[src/rtl/txn_retry_pkg.sv]
// Shared types and default parameters for the transaction retry controller.
// Latency: n/a (declarations only).
// Backpressure: n/a.
package txn_retry_pkg;

    typedef enum logic [1:0] {
        IDLE    = 2'd0,
        ISSUE   = 2'd1,
        WAIT    = 2'd2,
        BACKOFF = 2'd3
    } state_t;

    localparam int DEF_DATA_W      = 8;
    localparam int DEF_MAX_RETRY   = 2;
    localparam int DEF_BACKOFF_CYC = 3;
    localparam int DEF_CNT_W       = 8;

    // Width needed to hold values 0..n, never narrower than one bit
    function automatic int cnt_width(input int n);
        return (n > 0) ? $clog2(n + 1) : 1;
    endfunction

endpackage

[src/rtl/txn_backoff_timer.sv]
// Load/count-down timer; done is high while the count sits at zero.
// Latency: load takes effect next cycle; one decrement per enabled cycle.
// Backpressure: none (free-running while enabled).
module txn_backoff_timer #(
    parameter int W = 2
) (
    input  logic         clk,
    input  logic         rst,
    input  logic         load,
    input  logic [W-1:0] load_val,
    input  logic         en,
    output logic         done
);

    logic [W-1:0] cnt;

    // Load wins over counting; counting stops at zero
    always_ff @(posedge clk or posedge rst) begin
        if (rst) begin
            cnt <= '0;
        end else if (load) begin
            cnt <= load_val;
        end else if (en && (cnt != '0)) begin
            cnt <= cnt - W'(1);
        end
    end

    assign done = (cnt == '0);

endmodule

[src/rtl/txn_retry_ctrl.sv]
// Issues one transaction at a time, re-issuing after a backoff on watchdog timeout (optional stats: TXN_RETRY_STATS_EN).
// Latency: issue pulse 1 cycle after accept; re-issue BACKOFF_CYC+1 cycles after timeout; done 1 cycle after resp/final timeout.
// Backpressure: req_ready only in IDLE and not on the done cycle; one transaction in flight.
module txn_retry_ctrl
    import txn_retry_pkg::*;
#(
    parameter int DATA_W      = DEF_DATA_W,
    parameter int MAX_RETRY   = DEF_MAX_RETRY,
    parameter int BACKOFF_CYC = DEF_BACKOFF_CYC,
    parameter int CNT_W       = DEF_CNT_W
) (
    input  logic                              clk,
    input  logic                              rst,
    input  logic                              req_valid,
    output logic                              req_ready,
    input  logic [DATA_W-1:0]                 req_data,
    output logic                              issue_valid,
    output logic [DATA_W-1:0]                 issue_data,
    input  logic                              resp_valid,
    output logic                              start_transaction,
    output logic                              complete_transaction,
    input  logic                              req_timeout,
    output logic                              done_valid,
    output logic                              done_err,
    output logic [cnt_width(MAX_RETRY)-1:0]   retry_cnt,
    output logic [CNT_W-1:0]                  err_count
);

    localparam int RC_W = cnt_width(MAX_RETRY);
    localparam int BO_W = cnt_width(BACKOFF_CYC);
    localparam logic [RC_W-1:0] RETRY_LIM = RC_W'(MAX_RETRY);
    // BACKOFF lasts BACKOFF_CYC cycles: loaded value counts down to zero inclusive
    localparam logic [BO_W-1:0] BO_LOAD = BO_W'(BACKOFF_CYC - 1);

    state_t state;
    state_t state_nx;

    logic accept;
    logic at_limit;
    logic resp_hit;
    logic tmo_hit;
    logic bo_load;
    logic bo_done;

    logic issue_d;
    logic cmpl_d;
    logic done_d;
    logic err_d;

    // done_valid gates req_ready so the next accept lands the cycle after completion
    assign req_ready = (state == IDLE) && !done_valid;
    assign accept    = req_valid && req_ready;
    assign at_limit  = (retry_cnt == RETRY_LIM);
    // A response in the same cycle as a timeout takes priority
    assign resp_hit  = (state == WAIT) && resp_valid;
    assign tmo_hit   = (state == WAIT) && !resp_valid && req_timeout;
    assign bo_load   = tmo_hit && !at_limit;

    txn_backoff_timer #(
        .W(BO_W)
    ) u_backoff (
        .clk      (clk),
        .rst      (rst),
        .load     (bo_load),
        .load_val (BO_LOAD),
        .en       (state == BACKOFF),
        .done     (bo_done)
    );

    // State register
    always_ff @(posedge clk or posedge rst) begin
        if (rst) begin
            state <= IDLE;
        end else begin
            state <= state_nx;
        end
    end

    // Next-state decode
    always_comb begin
        state_nx = state;
        case (state)
            IDLE:    if (accept) state_nx = ISSUE;
            ISSUE:   state_nx = WAIT;
            WAIT: begin
                if (resp_valid) begin
                    state_nx = IDLE;
                end else if (req_timeout) begin
                    state_nx = at_limit ? IDLE : BACKOFF;
                end
            end
            BACKOFF: if (bo_done) state_nx = ISSUE;
            default: state_nx = IDLE;
        endcase
    end

    // Output decode: next-cycle values of the registered pulses
    always_comb begin
        issue_d = (state_nx == ISSUE);
        cmpl_d  = resp_hit;
        err_d   = tmo_hit && at_limit;
        done_d  = resp_hit || err_d;
    end

    // Registered outputs, payload capture and retry bookkeeping
    always_ff @(posedge clk or posedge rst) begin
        if (rst) begin
            issue_valid          <= 1'b0;
            start_transaction    <= 1'b0;
            complete_transaction <= 1'b0;
            done_valid           <= 1'b0;
            done_err             <= 1'b0;
            issue_data           <= '0;
            retry_cnt            <= '0;
        end else begin
            issue_valid          <= issue_d;
            start_transaction    <= issue_d;
            complete_transaction <= cmpl_d;
            done_valid           <= done_d;
            done_err             <= err_d;
            if (accept) begin
                issue_data <= req_data;
                retry_cnt  <= '0;
            end else if (bo_load) begin
                retry_cnt  <= retry_cnt + RC_W'(1);
            end
        end
    end

`ifdef TXN_RETRY_STATS_EN
    // Count failed transactions, holding at all-ones once saturated
    always_ff @(posedge clk or posedge rst) begin
        if (rst) begin
            err_count <= '0;
        end else if (err_d && (err_count != {CNT_W{1'b1}})) begin
            err_count <= err_count + CNT_W'(1);
        end
    end
`else
    assign err_count = '0;
`endif

endmodule

[config.mk]
export PLATFORM = sky130hd
export DESIGN_NAME = txn_retry_ctrl
export DESIGN_NICKNAME = d
export VERILOG_FILES = /design/src/rtl/txn_retry_pkg.sv /design/src/rtl/txn_backoff_timer.sv /design/src/rtl/txn_retry_ctrl.sv
export SDC_FILE = /design/constraint.sdc
export NUM_CORES = 1
export LEC_CHECK = 0
export ABC_AREA = 1
export CAP_MARGIN = 20
export CORE_MARGIN = 3
export CORE_UTILIZATION = 45
export CTS_CLUSTER_DIAMETER = 150
export DETAILED_ROUTE_END_ITERATION = 10
export PLACE_DENSITY_LB_ADDON = 0.12
export RECOVER_POWER = 50
export SYNTH_ARGS = -nofsm -noshare
export SYNTH_HDL_FRONTEND = slang
export SYNTH_HIERARCHICAL = 1
export SYNTH_SLANG_ARGS = --single-unit
[constraint.sdc]
create_clock -name clk -period 2.2 [get_ports clk]
set_input_delay 0.66 -clock clk [delete_from_list [all_inputs] [get_ports clk]]
set_output_delay 0.66 -clock clk [all_outputs]
set_load 0.03 [all_outputs]
* After elaboration in Yosys (flattened, before gate mapping)
Index checks and enable logic that the tools add are counted.
Widths: inputs -> output; s select.
** Cells by class
- Add/sub/neg operators :: 2
- Shift operators :: 0
- Bitwise gates (word level) :: 0
- Multiply operators :: 0
- Div/mod/pow operators :: 0
- Reduce and logical (&&, ||, !) cells :: 17
- Multiplexer cells :: 10
- Equal/unequal tests :: 5
- Magnitude comparators :: 0
** Operators by type and width (count)
- $mux 2 :: 9
- $logic_and 1x1->1 :: 8
- $pmux 2 s4 :: 1
- $eq 2x2->1 const B :: 3
- $reduce_bool 2->1 :: 3
- $eq 2x1->1 const B :: 2
- $logic_not 2->1 :: 2
- $logic_not 1->1 :: 3
- $add 2x1->2 const B :: 1
- $sub 2x1->2 const B :: 1
- $logic_or 1x1->1 :: 1
** Word-level totals
- Bits in writable memories :: 0
- Logic and storage cells :: 42
- Output and inout port bits :: 24
- Memories :: 0
- Bits in latches :: 0
- Register bits :: 18
- Input bits :: 13
- ROM bits :: 0

* Logic depth before layout (Yosys ltp)
Gate-level depths: netlist of run 1.
- Depth in word-level cells :: 6
- Depth in mapped cells :: 9

* By module
Netlist of run 1, hierarchy kept.
** By module, submodules not included
- txn_retry_ctrl :: instances 1, cells each 93, seq. area each 400.4 µm², area each 805.8 µm²
- txn_backoff_timer :: instances 1, cells each 20, seq. area each 50.0 µm², area each 131.4 µm²

* Least setup slack after synthesis of run 1
Ideal clock, no wire load.
- Path kind :: reg2out
- Start :: register done_valid
- End :: output port req_ready
- Slack :: 0.361 ns
- Arrival :: 1.179 ns
- Cell stages (with the launch flop) :: 2
- Cells stage by stage :: dfrtp_1 -> nor3_1
** On the way
- Word-level cells in the longest chain between the ends :: 2
** Ends and longest elaborated chain
- start: declaration :: line txn_retry_ctrl.sv:23 : output logic done_valid,
- start signal: assignment :: line txn_retry_ctrl.sv:119 : done_valid <= done_d;
- $logic_not 1->1 :: line txn_retry_ctrl.sv:51 : assign req_ready = (state == IDLE) && !done_valid;
- $logic_and 1x1->1 :: line txn_retry_ctrl.sv:51
- end: declaration :: line txn_retry_ctrl.sv:15 : output logic req_ready,
No other way between the ends.

* Worst setup path in the final report of run 1
- Start :: register state[1]
- End :: output port req_ready
** On the way
- Word-level cells in the longest chain between the ends :: 2
** Ends and longest elaborated chain
- start: declaration :: line txn_retry_ctrl.sv:35 : state_t state;
- start signal: assignment :: line txn_retry_ctrl.sv:75 : state <= state_nx;
- $logic_not 2->1 :: line txn_retry_ctrl.sv:51
- $logic_and 1x1->1 :: line txn_retry_ctrl.sv:51
No other way between the ends.

==> results of run 1 <==
## metrics by stage
stage / hold slack (ns) / util [%] / total power, mW
6_report: 0.4880 / 65.65 / 1.632
5_1_grt: 0.5294 / 65.65 / 1.773
4_1_cts: 0.4957 / 67.14 / 1.692
3_5_place_dp: 0.4711 / 65.24 / 1.493
3_3_place_gp: 0.4632 / 65.24 / 1.469
2_1_floorplan: 0.4012 / - / 1.193
## routing by layer
layer	vias up	global-route usage (%)	wire length, um
li1	376	-	-
met1	323	16.08	694
met2	35	24.58	762
met3	3	5.444	151
met4	0	4.803	20
met5	-	0	0
## power by group through the flow
stage	logic, mW	registers [mW]	clock network [mW]
finish	0.873	0.557	0.202
global route	0.963	0.583	0.227
CTS	0.922	0.560	0.210
detailed placement	0.928	0.566	0
global placement	0.909	0.560	0
floorplan	0.439	0.754	0
## cell families after synthesis
logic type / count (synthesis) / synth area share, %
fa+ha+maj: 2 / 2.670
compound gates: 12 / 9.613
simple gates: 42 / 19.63
buf+inv: 37 / 19.22
other cells: 2 / 0.8014
flops: 18 / 48.06
## registers in the layout, indices dropped and copies added (netlist names)
| signal | flops |
|---|---|
| start_transaction | 1 |
| done_err | 1 |
| state | 2 |
| done_valid | 1 |
| u_backoff/cnt | 2 |
| issue_data | 8 |
| complete_transaction | 1 |
| retry_cnt | 2 |
## synthesized netlist by cell type (all sizes together)
library cell and n:
a21oi 2, conb 2, ha 2, buf 10
nor2 7, nand2 26, nand3 8, dfrtp 18
inv 27, nor3 1, o21ai 10
## worst reg2reg max path: cells and delay by family (launching register included)
kind	cells	cell delay, ns
simple gates	4	1.01
flops	1	0.46
buf+inv	1	0.06
## worst min-delay path by stage
stage / from / endpoint / slack, ns / depth (start not counted)
after CTS: issue_data[6]$_DFFE_PP0P_ / issue_data[6]$_DFFE_PP0P_ / 0.50 / 2
after floorplan: rst / u_backoff/cnt[0]$_DFFE_PP0P_ / 0.40 / 1
after detailed placement: issue_data[6]$_DFFE_PP0P_ / issue_data[6]$_DFFE_PP0P_ / 0.47 / 2
after global placement: issue_data[2]$_DFFE_PP0P_ / issue_data[2]$_DFFE_PP0P_ / 0.46 / 2
after global routing: issue_data[1]$_DFFE_PP0P_ / issue_data[1]$_DFFE_PP0P_ / 0.53 / 2
final: issue_data[6]$_DFFE_PP0P_ / issue_data[6]$_DFFE_PP0P_ / 0.49 / 2
## area by class of cell
class,count,area (sq um),area share (%)
flip-flops and latches,18,450.4,37.31
multi-input cells,66,309.0,25.60
repair buffers,28,279.0,23.11
inverters,27,101.3,8.394
clock buffers,4,36.28,3.005
well taps,25,31.28,2.591
## timing repair
item | CTS | global route
endpoints found under the setup margin | 1 | 0
resized for setup | 1 | 0
buffers inserted | 0 | 0
==> results by group, run 1 <==
Pwr
  – Clock power frac: 12.4%
  – Logic pwr share: 53.5%
  – PwrDens: 1352 nW/um^2
  – Peak supply drop: 0.7694 mV
  – Flop pwr share: 34.1%
  – Internal: 0.9095 mW
  – Sw Ratio: 44.28%
  – Sw Pwr: 0.7226 mW
  – Static Leakage: 0.6735 nW

CTS
  – Clk slew on worst S/H paths: 0.10 ns
  – Root buf cell: clkbuf_4
  – CTS Buf Count: 3
  – CTS tree: yes
  – H-Tree Depth: 1
  – CTS Hold Bufs: 0
  – Skew-Pair Late Insertion Delay: 0.30 ns
  – CTS Buffer Depth: 2
  – # clock sinks: 18

Synth
  – Post-synth top area share: 48.06%
  – Synth area leaders: dfrtp_1, inv_1, nand2_1
  – Synth warnings: 6
  – Mapped Avg Cell Area: 8.293 sq um
  – Post-synthesis cell count: 113
  – Mapped cell area: 937.1 sq um
  – Post-synthesis sequential area ratio: 48.06%
  – Seq cells post-synth: 18
  – Netlist cell types: 16
  – Synth area leader: dfrtp_1

Place
  – Placed Cells: 164
  – Port Buf Inserts: 28
  – Final Wtd Congestion: 0.7862
  – DP Wirelength: 1308 um
  – Post-Place Worst Slack: 0.2008 ns
  – Placed Area: 1200 sq um

Global routing
  – Largest net degree at the start of global routing: 20
  – Number of global-route vias before repair: 727
  – Initial antenna violation count: 0
  – Total global routing overflow: 0
  – First-pass GRT wire length: 2856 um
  – Tot GR Track Use: 14.27%

Worst setup path
  – Crit. End Element: output pin
  – Crit path launch type: flip-flop
  – Type of the worst setup path: reg2out
  – CP Buf/Inv Count: 1
  – CP Cell Sequence: nor3_1, dlygate4sd2_1
  – CP max stage delay: 0.46 ns
  – FF-to-FF path depth: 5
  – Slowest CP cell: dfrtp_1
  – R2r startpoint: state[1]$_DFF_PP0_
  – Worst setup path end: req_ready
  – Largest delay share family, worst path: flip-flops
  – Critical path origin: state[1]$_DFF_PP0_
  – Worst path depth: 2
  – Worst path required time: 1.54 ns
  – Crit path DAT: 1.38 ns
  – R2r setup slk: 0.61 ns
  – Reg2reg end: start_transaction$_DFF_PP0_
  – Worst-path maximum fanout: 7

Timing
  – Fin. Hold Viols: 0
  – # setup viols final: 0
  – TNS Setup: 0 ns
  – Unrepaired setup endpoints after global routing: no
  – Worst-margin pin slew: 0.7310 ns
  – Period Utilization, post-route: 92.58%
  – Crit path time final: 2.037 ns
  – FMAX: 491.0 MHz
  – Clock Skews: 0.001551 ns
  – Worst slew margin: 51.13%
  – Slew Limit Fails: 0
  – PnR worst setup slack: 0.1633 ns

Status
  – Status: complete, no violations

Finish
  – Final Cell Area: 1207 sq um
  – Share of layout cells above drive strength 1: 6.993%
  – Inserted Diodes: 0
  – Leading cell types in the layout, fill and taps excluded: inv_1, nand2_1, clkdlybuf4s50_1
  – Post-layout nets: 159
  – Non-Filler Instances: 168
  – FILL cells: 176
  – Area Growth Syn to Fin: 28.84%

Floorplan
  – Die footprint: 2666 sq um
  – Num ports: 37
  – Die width: 51.64 um
  – Rows: 15
  – Initial Util: 50.95%
  – Die Height: 51.64 um
  – Core area: 1839 sq um

Detailed routing
  – Vias: 737
  – Post-Route WL: 1628 um
  – DRC Markers: 0
  – Via/cell ratio: 4.387
  – Initial DRC count: 10
  – First-pass DRT Iterations: 4
  – Wirelength per Cell: 9.690 um
  – Post-route ant nets: 0

Job
  – MaxCap Viol Count: 0

Min path
  – Worst min path class: reg2reg
No activity file was read; power rests on OpenSTA's default activity.
==> run 2: changes to the inputs <==
--- a/config.mk
+++ b/config.mk
@@ -10,9 +10,10 @@
 export CORE_MARGIN = 3
 export CORE_UTILIZATION = 45
 export CTS_CLUSTER_DIAMETER = 150
+export CTS_CLUSTER_SIZE = 12
 export DETAILED_ROUTE_END_ITERATION = 10
 export PLACE_DENSITY_LB_ADDON = 0.12
-export RECOVER_POWER = 50
+export RECOVER_POWER = 100
 export SYNTH_ARGS = -nofsm -noshare
 export SYNTH_HDL_FRONTEND = slang
 export SYNTH_HIERARCHICAL = 1
==> run 2 against run 1 <==
Against the previous run:
- critical path depth is 1 lower
- register-to-register slack gained 0.10 ns
- via count rose by 1.4%
==> results by group, run 2 (synthesis results as in run 1) <==
Status
  – Status: complete, no violations

Timing
  – Slew Limit Fails: 0
  – FMAX: 478.7 MHz
  – Period Utilization, post-route: 94.95%
  – Clock Skews: 0.001825 ns
  – Fin. Hold Viols: 0
  – Unrepaired setup endpoints after global routing: no
  – TNS Setup: 0 ns
  – Worst-margin pin slew: 0.6148 ns
  – Worst slew margin: 58.90%
  – PnR worst setup slack: 0.1110 ns
  – Crit path time final: 2.089 ns
  – # setup viols final: 0

Place
  – Final Wtd Congestion: 0.7862
  – Port Buf Inserts: 28
  – Placed Area: 1200 sq um
  – Post-Place Worst Slack: 0.2008 ns
  – DP Wirelength: 1308 um

Worst setup path
  – CP max stage delay: 0.75 ns
  – Slowest CP cell: dlygate4sd3_1
  – Worst path required time: 1.54 ns
  – Largest delay share family, worst path: buffers and inverters
  – Crit path launch type: flip-flop
  – Type of the worst setup path: reg2out
  – Crit. End Element: output pin
  – Worst path depth: 1
  – Worst-path maximum fanout: 3
  – CP Buf/Inv Count: 1
  – Crit path DAT: 1.43 ns
  – FF-to-FF path depth: 5
  – CP Cell Sequence: dlygate4sd3_1

Min path
  – Worst min path class: reg2reg
  – Hold path cells: 2

Finish
  – Max reg flops: 8
  – Multi-input logic area: 294.0 sq um
  – Area Growth Syn to Fin: 27.24%
  – Inserted Diodes: 0
  – Register area: 450.4 sq um
  – Final Cell Area: 1192 sq um
  – Commonest non-fill, non-tap cell in the layout: inv_1
  – FILL cells: 180
  – Final core utilization: 64.83%
  – Post-layout nets: 159
  – Leading cell types in the layout, fill and taps excluded: inv_1, nand2_1, dfrtp_1, dlygate4sd3_1
  – Share of layout cells above drive strength 1: 3.497%
  – Most flops, register: issue_data

Floorplan
  – Initial Util: 50.95%
  – Num ports: 37
  – Rows: 15
  – Die width: 51.64 um
  – Die Height: 51.64 um
  – Die footprint: 2666 sq um
  – Core area: 1839 sq um

Detailed routing
  – First-pass DRT Iterations: 4
  – Post-Route WL: 1639 um
  – Vias: 747
  – DRC Markers: 0
  – Via/cell ratio: 4.446
  – Post-route ant nets: 0
  – Initial DRC count: 10
  – Wirelength per Cell: 9.756 um

CTS
  – Post-CTS Setup Bufs: 0
  – CTS Buf Count: 3
  – PostCTS Resize Cnt: 1
  – CTS Buffer Depth: 2
  – # clock sinks: 18
  – Root buf cell: clkbuf_4
  – CTS tree: yes
  – CTS Hold Bufs: 0
  – H-Tree Depth: 1
  – Clk slew on worst S/H paths: 0.10 ns
  – Skew-Pair Late Insertion Delay: 0.30 ns

Global routing
  – Total global routing overflow: 0
  – Largest net degree at the start of global routing: 20
  – Initial antenna violation count: 0
  – First-pass GRT wire length: 2856 um
  – Number of global-route vias before repair: 727
  – Tot GR Track Use: 14.27%

Pwr
  – PwrDens: 1312 nW/um^2
  – Peak supply drop: 0.7333 mV
  – Internal: 0.8588 mW
  – Flop pwr share: 35.3%
  – Logic pwr share: 51.8%
  – Sw Pwr: 0.7053 mW
  – Sw Ratio: 45.09%
  – Static Leakage: 0.6973 nW
  – Clock power frac: 12.9%
  – Total chip power: 1.564 mW

Job
  – MaxCap Viol Count: 0
## run 2: cell count changes in the layout (fill, tap and decap cells not counted)
cell	delta
clkdlybuf4s50_1	-16
dlygate4sd3_1	+16
o21ai_0	+4
o21ai_2	-4
inv_1	+1
inv_2	-1
## run 2: worst register-to-register path, delay by kind of cell, from the launching register on
kind          cells  cell delay [ns]
flops             1             0.46
simple gates      4             0.91
buf+inv           1             0.05
## run 2: layout make-up
cell class / count / share of cell area (%)
repair buffers: 28 / 23.40
flip-flops and latches: 18 / 37.78
inverters: 27 / 8.499
well taps: 25 / 2.623
multi-input cells: 66 / 24.66
clock buffers: 4 / 3.043
## run 2: per-layer routing
metal | vias to the layer above | part of all wire [%] | track usage, %
met5 | - | 0 | 0
met3 | 3 | 9.1 | 5.444
li1 | 377 | - | -
met2 | 35 | 46 | 24.58
met4 | 0 | 1.2 | 4.803
met1 | 332 | 43 | 16.08
## run 2: path summary, 6_finish.rpt
check	slack (ns)	from	endpoint
worst max-delay path	0.11	retry_cnt[0]$_DFFE_PP0P_	retry_cnt[0]
worst min-delay path	0.49	issue_data[6]$_DFFE_PP0P_	issue_data[6]$_DFFE_PP0P_
worst max register to register	0.71	state[1]$_DFF_PP0_	start_transaction$_DFF_PP0_
max in group asynchronous	0.96	rst	issue_data[6]$_DFFE_PP0P_
worst min register to register	0.49	issue_data[6]$_DFFE_PP0P_	issue_data[6]$_DFFE_PP0P_
min in group asynchronous	0.65	rst	u_backoff/cnt[0]$_DFFE_PP0P_
## run 2: per-stage QoR
stage / hold WS [ns] / instances
finish: 0.4918 / 168
global route: 0.5244 / 168
CTS: 0.4957 / 168
detailed placement: 0.4711 / 164
global placement: 0.4632 / 164
floorplan: 0.4012 / 121
## run 2: power by group through the flow
stage          registers (mW)  clock network [mW]  logic (mW)
4_1_cts                 0.560               0.210       0.922
5_1_grt                 0.578               0.227       0.897
3_5_place_dp            0.566                   0       0.928
2_1_floorplan           0.754                   0       0.439
3_3_place_gp            0.560                   0       0.909
6_report                0.552               0.202       0.810
